**src/rtl/cpu_pkg.sv**
```systemverilog
// cpu_pkg: opcodes, FSM states and datapath control encodings shared by the multicycle core
package cpu_pkg;
  localparam logic [31:0] DEF_RESET_PC = 32'h0000_0000;
  localparam logic [5:0] OP_R = 6'h00, OP_J = 6'h02, OP_JAL = 6'h03, OP_BEQ = 6'h04, OP_BNE = 6'h05;
  localparam logic [5:0] OP_ADDI = 6'h08, OP_XORI = 6'h0E, OP_LW = 6'h23, OP_SW = 6'h2B;
  localparam logic [5:0] FN_JR = 6'h08, FN_ADD = 6'h20, FN_SUB = 6'h22, FN_SLT = 6'h2A;
  typedef enum logic [2:0] {FETCH, DECODE, EXEC, MEM, WB, HALT} state_t;
  typedef enum logic [1:0] {ALU_ADD, ALU_SUB, ALU_SLT, ALU_XOR} alu_t;
  typedef enum logic [1:0] {PC_INC, PC_JUMP, PC_REG, PC_BR} pc_src_t;
  typedef enum logic [1:0] {DST_RT, DST_RD, DST_RA} dst_t;
  typedef enum logic [1:0] {WD_ALU, WD_MDR, WD_PC} wd_t;
  function automatic logic legal(input logic [5:0] op, input logic [5:0] fn);
    return op == OP_R ? (fn inside {FN_JR, FN_ADD, FN_SUB, FN_SLT})
                      : (op inside {OP_J, OP_JAL, OP_BEQ, OP_BNE, OP_ADDI, OP_XORI, OP_LW, OP_SW});
  endfunction
endpackage

```
**src/rtl/multicycle_control.sv**
```systemverilog
// multicycle_control: instruction sequencer and per-state datapath enables
module multicycle_control import cpu_pkg::*; (
  input  logic      clk,
  input  logic      rst_n,
  input  logic [5:0] op,
  input  logic [5:0] fn,
  input  logic      mem_ready,
  input  logic      eq,
  input  logic      jr_bad,
  input  logic      addr_bad,
  output state_t    state,
  output logic      mem_req,
  output logic      mem_we,
  output logic      ir_we,
  output logic      pc_we,
  output pc_src_t   pc_src,
  output logic      alu_we,
  output logic      mdr_we,
  output logic      rf_we,
  output dst_t      rf_dst,
  output wd_t       rf_wd,
  output alu_t      alu_cmd,
  output logic      retire
);
  state_t next;
  logic mem_op;
  assign mem_op = op == OP_LW || op == OP_SW;
  // bus request is killed combinationally by reset so no transfer survives rst_n low
  assign mem_req = rst_n && (state == FETCH || state == MEM);
  assign mem_we = rst_n && state == MEM && op == OP_SW;
  assign alu_cmd = op == OP_XORI ? ALU_XOR : op != OP_R ? ALU_ADD :
                   fn == FN_SUB ? ALU_SUB : fn == FN_SLT ? ALU_SLT : ALU_ADD;
  assign rf_dst = op == OP_JAL ? DST_RA : op == OP_R ? DST_RD : DST_RT;
  assign rf_wd = op == OP_JAL ? WD_PC : op == OP_LW ? WD_MDR : WD_ALU;
  // state register
  always_ff @(posedge clk or negedge rst_n)
    if (!rst_n) state <= FETCH;
    else state <= next;
  // next state and enables; HALT and unused encodings hold everything still
  always_comb begin
    next = state;
    ir_we = 1'b0;
    pc_we = 1'b0;
    pc_src = PC_INC;
    alu_we = 1'b0;
    mdr_we = 1'b0;
    rf_we = 1'b0;
    retire = 1'b0;
    case (state)
      FETCH: if (mem_ready) begin
        ir_we = 1'b1;
        pc_we = 1'b1;
        next = DECODE;
      end
      DECODE:
        if (!legal(op, fn)) next = HALT;
        else if (op == OP_J || op == OP_JAL) begin
          pc_we = 1'b1;
          pc_src = PC_JUMP;
          rf_we = op == OP_JAL;
          retire = 1'b1;
          next = FETCH;
        end else if (op == OP_R && fn == FN_JR) begin
          pc_we = !jr_bad;
          pc_src = PC_REG;
          retire = !jr_bad;
          next = jr_bad ? HALT : FETCH;
        end else next = EXEC;
      EXEC:
        if (op == OP_BEQ || op == OP_BNE) begin
          pc_we = eq ^ (op == OP_BNE);
          pc_src = PC_BR;
          retire = 1'b1;
          next = FETCH;
        end else begin
          alu_we = !(mem_op && addr_bad);
          next = !mem_op ? WB : addr_bad ? HALT : MEM;
        end
      MEM: if (mem_ready) begin
        mdr_we = op == OP_LW;
        retire = op == OP_SW;
        next = op == OP_SW ? FETCH : WB;
      end
      WB: begin
        rf_we = 1'b1;
        retire = 1'b1;
        next = FETCH;
      end
      default: next = HALT;
    endcase
  end
endmodule

```
**src/rtl/regfile.sv**
```systemverilog
// regfile: 32x32 register file, two combinational read ports, one write port, $0 reads zero
module regfile (
  input  logic        clk,
  input  logic        rst_n,
  input  logic [4:0]  ra1,
  input  logic [4:0]  ra2,
  input  logic        we,
  input  logic [4:0]  wa,
  input  logic [31:0] wd,
  output logic [31:0] rd1,
  output logic [31:0] rd2
);
  logic [31:0] r [32];
  // write port; writes aimed at $0 are dropped
  always_ff @(posedge clk or negedge rst_n)
    if (!rst_n) for (int i = 0; i < 32; i++) r[i] <= '0;
    else if (we && wa != 5'd0) r[wa] <= wd;
  assign rd1 = ra1 == 5'd0 ? '0 : r[ra1];
  assign rd2 = ra2 == 5'd0 ? '0 : r[ra2];
endmodule

```
**src/rtl/multicycle_cpu.sv**
```systemverilog
// multicycle_cpu: MIPS-subset core sequenced over a single shared memory port with ready handshake
module multicycle_cpu import cpu_pkg::*; #(
  parameter logic [31:0] RESET_PC = DEF_RESET_PC,
  parameter int          ADDR_W   = 32
) (
  input  logic              clk,
  input  logic              rst_n,
  output logic              mem_req,
  output logic              mem_we,
  output logic [ADDR_W-1:0] mem_addr,
  output logic [31:0]       mem_wdata,
  input  logic [31:0]       mem_rdata,
  input  logic              mem_ready,
  output logic              halted,
  output logic [31:0]       retired,
  output logic [2:0]        state
);
  state_t st;
  pc_src_t pc_src;
  dst_t rf_dst;
  wd_t rf_wd;
  alu_t alu_cmd;
  logic ir_we, pc_we, alu_we, mdr_we, rf_we, retire;
  logic [31:0] pc, ir, a, b, alu_out, mdr, rd1, rd2, sext, opb, alu_y, pc_next, wd;
  logic [4:0] wa;
  multicycle_control u_ctrl (
    .clk(clk), .rst_n(rst_n), .op(ir[31:26]), .fn(ir[5:0]), .mem_ready(mem_ready),
    .eq(a == b), .jr_bad(|rd1[1:0]), .addr_bad(|alu_y[1:0]), .state(st),
    .mem_req(mem_req), .mem_we(mem_we), .ir_we(ir_we), .pc_we(pc_we), .pc_src(pc_src),
    .alu_we(alu_we), .mdr_we(mdr_we), .rf_we(rf_we), .rf_dst(rf_dst), .rf_wd(rf_wd),
    .alu_cmd(alu_cmd), .retire(retire)
  );
  regfile u_rf (
    .clk(clk), .rst_n(rst_n), .ra1(ir[25:21]), .ra2(ir[20:16]),
    .we(rf_we), .wa(wa), .wd(wd), .rd1(rd1), .rd2(rd2)
  );
  assign sext = {{16{ir[15]}}, ir[15:0]};
  assign opb = ir[31:26] == OP_R ? b : ir[31:26] == OP_XORI ? {16'h0, ir[15:0]} : sext;
  assign alu_y = alu_cmd == ALU_SUB ? a - opb :
                 alu_cmd == ALU_SLT ? {31'h0, $signed(a) < $signed(opb)} :
                 alu_cmd == ALU_XOR ? a ^ opb : a + opb;
  // pc already points past the instruction when jumps and branches resolve
  assign pc_next = pc_src == PC_JUMP ? {pc[31:28], ir[25:0], 2'b00} :
                   pc_src == PC_REG ? rd1 :
                   pc_src == PC_BR ? pc + {sext[29:0], 2'b00} : pc + 32'd4;
  assign wa = rf_dst == DST_RA ? 5'd31 : rf_dst == DST_RD ? ir[15:11] : ir[20:16];
  assign wd = rf_wd == WD_PC ? pc : rf_wd == WD_MDR ? mdr : alu_out;
  assign mem_addr = ADDR_W'(st == FETCH ? pc : alu_out);
  assign mem_wdata = b;
  assign halted = st == HALT;
  assign state = st;
  // datapath registers; operands latched in DECODE, address/result in EXEC
  always_ff @(posedge clk or negedge rst_n)
    if (!rst_n) begin
      pc <= RESET_PC;
      ir <= '0;
      a <= '0;
      b <= '0;
      alu_out <= '0;
      mdr <= '0;
      retired <= '0;
    end else begin
      if (ir_we) ir <= mem_rdata;
      if (pc_we) pc <= pc_next;
      if (st == DECODE) a <= rd1;
      if (st == DECODE) b <= rd2;
      if (alu_we) alu_out <= alu_y;
      if (mdr_we) mdr <= mem_rdata;
      if (retire) retired <= retired + 32'd1;
    end
endmodule
```
**config.mk**
```make
export PLATFORM = sky130hd
export DESIGN_NAME = multicycle_cpu
export DESIGN_NICKNAME = d
export VERILOG_FILES = /design/src/rtl/cpu_pkg.sv /design/src/rtl/multicycle_control.sv /design/src/rtl/regfile.sv /design/src/rtl/multicycle_cpu.sv
export SDC_FILE = /design/constraint.sdc
export NUM_CORES = 2
export LEC_CHECK = 0
export CORE_UTILIZATION = 44
export DETAILED_ROUTE_END_ITERATION = 8
export PLACE_DENSITY = 0.6
export SYNTH_ARGS = -nofsm -noshare
export SYNTH_HDL_FRONTEND = slang
export SYNTH_SLANG_ARGS = --single-unit
```
**constraint.sdc**
```tcl
create_clock -name clk -period 15.2 [get_ports clk]
set_clock_uncertainty 0.15 [all_clocks]
set_input_delay 3.04 -clock clk [delete_from_list [all_inputs] [get_ports clk]]
set_output_delay 3.04 -clock clk [all_outputs]
set_load 0.05 [all_outputs]
```
==> results <==
- The flow ran to the end, and the final reports show no timing, DRC or antenna violations.
- Input and output buffers added on the ports amount to between 100 and 150.
- The synthesized design contains 1251 register bits.
- The clock passes through at most 3 buffers.
- The detailed-router iteration count before antenna repair is 6.
- The yosys synthesis warning count is 0.
- The detail route stage leaves a number of antenna-violating nets equal to 0.
- The signed area change from the synthesized netlist to the final layout is 10.9%.
- The number of slew-limit violations in the final report was 0.
- The chip width is 398 um.
- For this block, the routed nets add up to 224 mm of wire.
- The detailed router placed 50217 vias in this run.
- The number of standard-cell rows in the floorplan is roughly 150.
- Counting flops with an async set or reset pin after synthesis yields a share of 100%.
- The power density over the cells is 179 mW/mm^2.
- The TritonCTS sink count is around 1300.
- For the finished layout, the period the worst path requires is 7.95 ns.
- The worst setup path is captured at an output port.
- Yosys mapped the design onto 91 distinct sky130hd cell types.
- The die is 398 um tall.
- In this run the worst path has a maximum fanout of 119.
- The worst hold slack is 0.245 ns.
- The worst-case IR drop observed on VDD is 0.000129 V.
- The tool flagged a number of max-cap violations equal to 0.
- The critical path launch point type is an input pin.
- The post-synth net total is about 6400.
- In the global route stage, overall resource usage came out at between 20 and 30%.
- Across all setup checks in the final design, the least slack found is 7.25 ns.
- Combinational logic burns between 40% and 50% of the power.
- Before CTS, the worst setup slack after placement is 7.23 ns.
- The initial antenna violation count is 5.
- The combined area of all synthesized cells is 0.0692 sq mm.
- The layout cell share with drive strength beyond 1 is 19.6%.
- Setup repair after global routing left no endpoint under its margin.
- The number of design rule violations left after detail routing is 0.
- The floorplan step defined a die boundary enclosing 0.159 sq mm.
- sky130_fd_sc_hd__dfrtp_1 takes more of the synthesized area than any other cell.
- Sorting the synthesized cells by area gives the leading types as sky130_fd_sc_hd__dfrtp_1 45%, sky130_fd_sc_hd__mux4_2 20%, sky130_fd_sc_hd__o21ai_0 7.2%.
- The worst max-slew margin expressed relative to the limit is 14.6%.
- Among all flip-flop cells after synthesis, the most frequent one is sky130_fd_sc_hd__dfrtp_1.
- The placeable core area is 0.156 sq mm.
- The timing-limited maximum frequency is roughly 130 MHz.
- TritonCTS built the clock tree.
- For the final routed database, the setup TNS stands at 0 ns.
- Data on the critical path is required at its endpoint by 12.01 ns.
- The via count of the first global-routing pass is ~50000.
- After synthesis, the largest area contributor takes up between 40 and 50% of total cell area.
- The post-detailed-route wirelength per cell is 27.3 um.
- The number of instances in the synthesized netlist is 6231.
- The sequential cell fraction of total power is between 30% and 40%.
- After clock tree synthesis, the clock-pin slew on the worst setup and hold paths is 0.06 ns.
- For the pin with the worst max-slew slack, the measured transition is 1.28 ns.
- The internal power of the cells totals 8.23 mW.
- The final-stage net count is 6173.
- The switching power is 5.52 mW.
- The share of the Yosys chip area taken by registers is 45.3%.
- The root buffer cell is sky130_fd_sc_hd__clkbuf_16.
- The post-DP HPWL is approximately 130 mm.
- The average cell area after synthesis is about 11 sq um.
- Counting flops with a built-in enable in the synthesized netlist gives 0.
- The average via count per standard cell is 6.12.
- The pin count of the biggest net entering global routing is 162.
- The clock latency of the later-clocked register in the worst-skew pair is 0.79 ns.
- The final period utilization is 52.3%.
- The number of hold violations in the final report was 0.
- The leakage power is approximately 32 nW.
- Setup violations remaining at the end of the flow were counted as 0.
- The classification of the worst setup path is in -> out.
- The utilization after layout is between 40% and 50%.
- For this configuration, the core starts out at a cell density of 44.3%.
- Data on the critical path arrives at its endpoint at between 4 and 5 ns.
- After clock tree synthesis, the flow added hold-fix buffers numbering 0.
- Routability-driven placement finished with a final weighted congestion of 0.926.
- The H-tree was split into 4 levels.
- The top-level port count is 137.
- The first global-routing pass estimated 334 mm of wire.
- The kind of path behind the tightest hold check is reg -> reg.
- The fraction of power consumed by the clock network is roughly a quarter.
- In this run the post-CTS setup repair buffer count came out at 0.
- Global routing finished with a remaining overflow of 0.
- In this run switching power makes up 40.1% of total power.
- After clock tree synthesis, the repair step resized 0 gates.
- The number of buffers created by CTS is 136.
- The number of DRC violations after detailed-routing iteration 0 is 5238.
kinds of logic (layout without fill, tap and decap cells):
logic type,count (synthesis),in the layout,share of synthesized area [%]
adder cells (fa/ha/maj),100,100,1.84
XOR/XNOR,133,133,1.68
multiplexers,965,965,25.7
AND/OR/NAND/NOR,1527,1527,9.33
other,0,4,0
flip-flops,1251,1251,45.3
AO/OA/AOI/OAI,1439,1439,11.4
buffers and inverters,816,729,4.77
sequential cells by signal (all words and copies together) (netlist names):
| name | cells |
|---|---|
| retired | 32 |
| mdr | 32 |
| u_ctrl.state | 3 |
| mem_wdata | 32 |
| u_rf.r | 1024 |
| ir | 32 |
| pc | 32 |
| a | 32 |
| alu_out | 32 |
synth_stat cells, types with 24 or more instances:
master and n:
sky130_fd_sc_hd__o21ai_0 992, sky130_fd_sc_hd__xor2_1 64, sky130_fd_sc_hd__xnor2_1 69, sky130_fd_sc_hd__mux2i_1 215, sky130_fd_sc_hd__mux4_2 625, sky130_fd_sc_hd__buf_1 51
sky130_fd_sc_hd__o211ai_1 25, sky130_fd_sc_hd__mux2_2 118, sky130_fd_sc_hd__nand2_1 1084, sky130_fd_sc_hd__o21a_1 26, sky130_fd_sc_hd__a21oi_1 170, sky130_fd_sc_hd__buf_4 24
sky130_fd_sc_hd__clkbuf_1 409, sky130_fd_sc_hd__nor2_1 155, sky130_fd_sc_hd__a211oi_1 28, sky130_fd_sc_hd__ha_1 97, sky130_fd_sc_hd__dfrtp_1 1251, sky130_fd_sc_hd__a21o_1 31
sky130_fd_sc_hd__and2_1 24, sky130_fd_sc_hd__o21ai_1 27, sky130_fd_sc_hd__buf_2 93, sky130_fd_sc_hd__nand2b_1 46, sky130_fd_sc_hd__inv_1 231, sky130_fd_sc_hd__nor3_1 32
sky130_fd_sc_hd__nand3_1 46
critical path, cell delays in order:
cell and delay (ns):
sky130_fd_sc_hd__buf_16 0.43, sky130_fd_sc_hd__nor4b_1 0.33, sky130_fd_sc_hd__clkdlybuf4s50_1 0.86
cell usage in the layout, fill, tap and decap left out, drive strengths merged, types with 7 or more instances in the layout:
cell and instances:
mux2i 215, nor4 15, a21o 31, a221oi 7, and3 23, ha 97
inv 239, nor2b 15, bufinv 13, o21bai 18, dfrtp 1251, xnor2 69
xor2 64, o21ai 1020, and2 24, or3 8, o21a 26, nand3 47
o31ai 15, clkdlybuf4s50 135, nand2b 46, nor3 33, nand2 1086, a21oi 171
a211oi 28, clkbuf 195, buf 116, mux2 118, o22ai 12, o211ai 25
mux4 632, a22oi 24, or2 23, clkinv 27, nor2 160, nand4 23
a31oi 14
power by group through the flow:
stage	clock network (mW)	registers (mW)	logic, mW
6_report	3.50	4.74	5.51
5_1_grt	3.68	4.82	5.88
4_1_cts	3.55	4.72	5.49
3_5_place_dp	0	4.77	5.48
3_3_place_gp	0	4.73	5.44
2_1_floorplan	0	4.42	3.97
layer usage:
metal / up-vias / wire length [um] / GRT usage (%)
li1: 21984 / - / -
met1: 25677 / 92800 / 39.7
met2: 2124 / 103000 / 44.0
met3: 432 / 19600 / 6.27
met4: 0 / 9020 / 11.2
met5: - / 0 / 0
final timing paths:
kind | startpoint | cells past startpoint | to | slack, ns
max | rst_n | 3 | mem_req | 7.25
min | u_rf.r[1009] | 0 | u_rf.r[1009] | 0.24
max reg2reg | ir[26] | 20 | pc[26] | 9.28
min reg2reg | u_rf.r[1009] | 0 | u_rf.r[1009] | 0.24
max in group asynchronous | rst_n | 6 | u_rf.r[520] | 8.49
min in group asynchronous | rst_n | 1 | retired[0] | 2.07
area by class of cell:
type,count,area (sq um)
clock buffer,195,4060
sequential,1251,31300
fill,13868,79500
tap,2058,2570
multi-input combinational,4164,34900
antenna,4,10.0
clock inverter,49,633
inverter,234,878
timing repair buffer,251,2320
stage by stage:
| step | power [mW] | instances | area [sq um] |
|---|---|---|---|
| after floorplan | 8.38 | 6231 | 69200 |
| after global placement | 10.2 | 7958 | 72000 |
| after detailed placement | 10.3 | 7958 | 72000 |
| after CTS | 13.8 | 8202 | 76700 |
| after global routing | 14.4 | 8202 | 76700 |
| final | 13.7 | 8206 | 76700 |
Note: power is estimated with default switching activity, not from simulation.
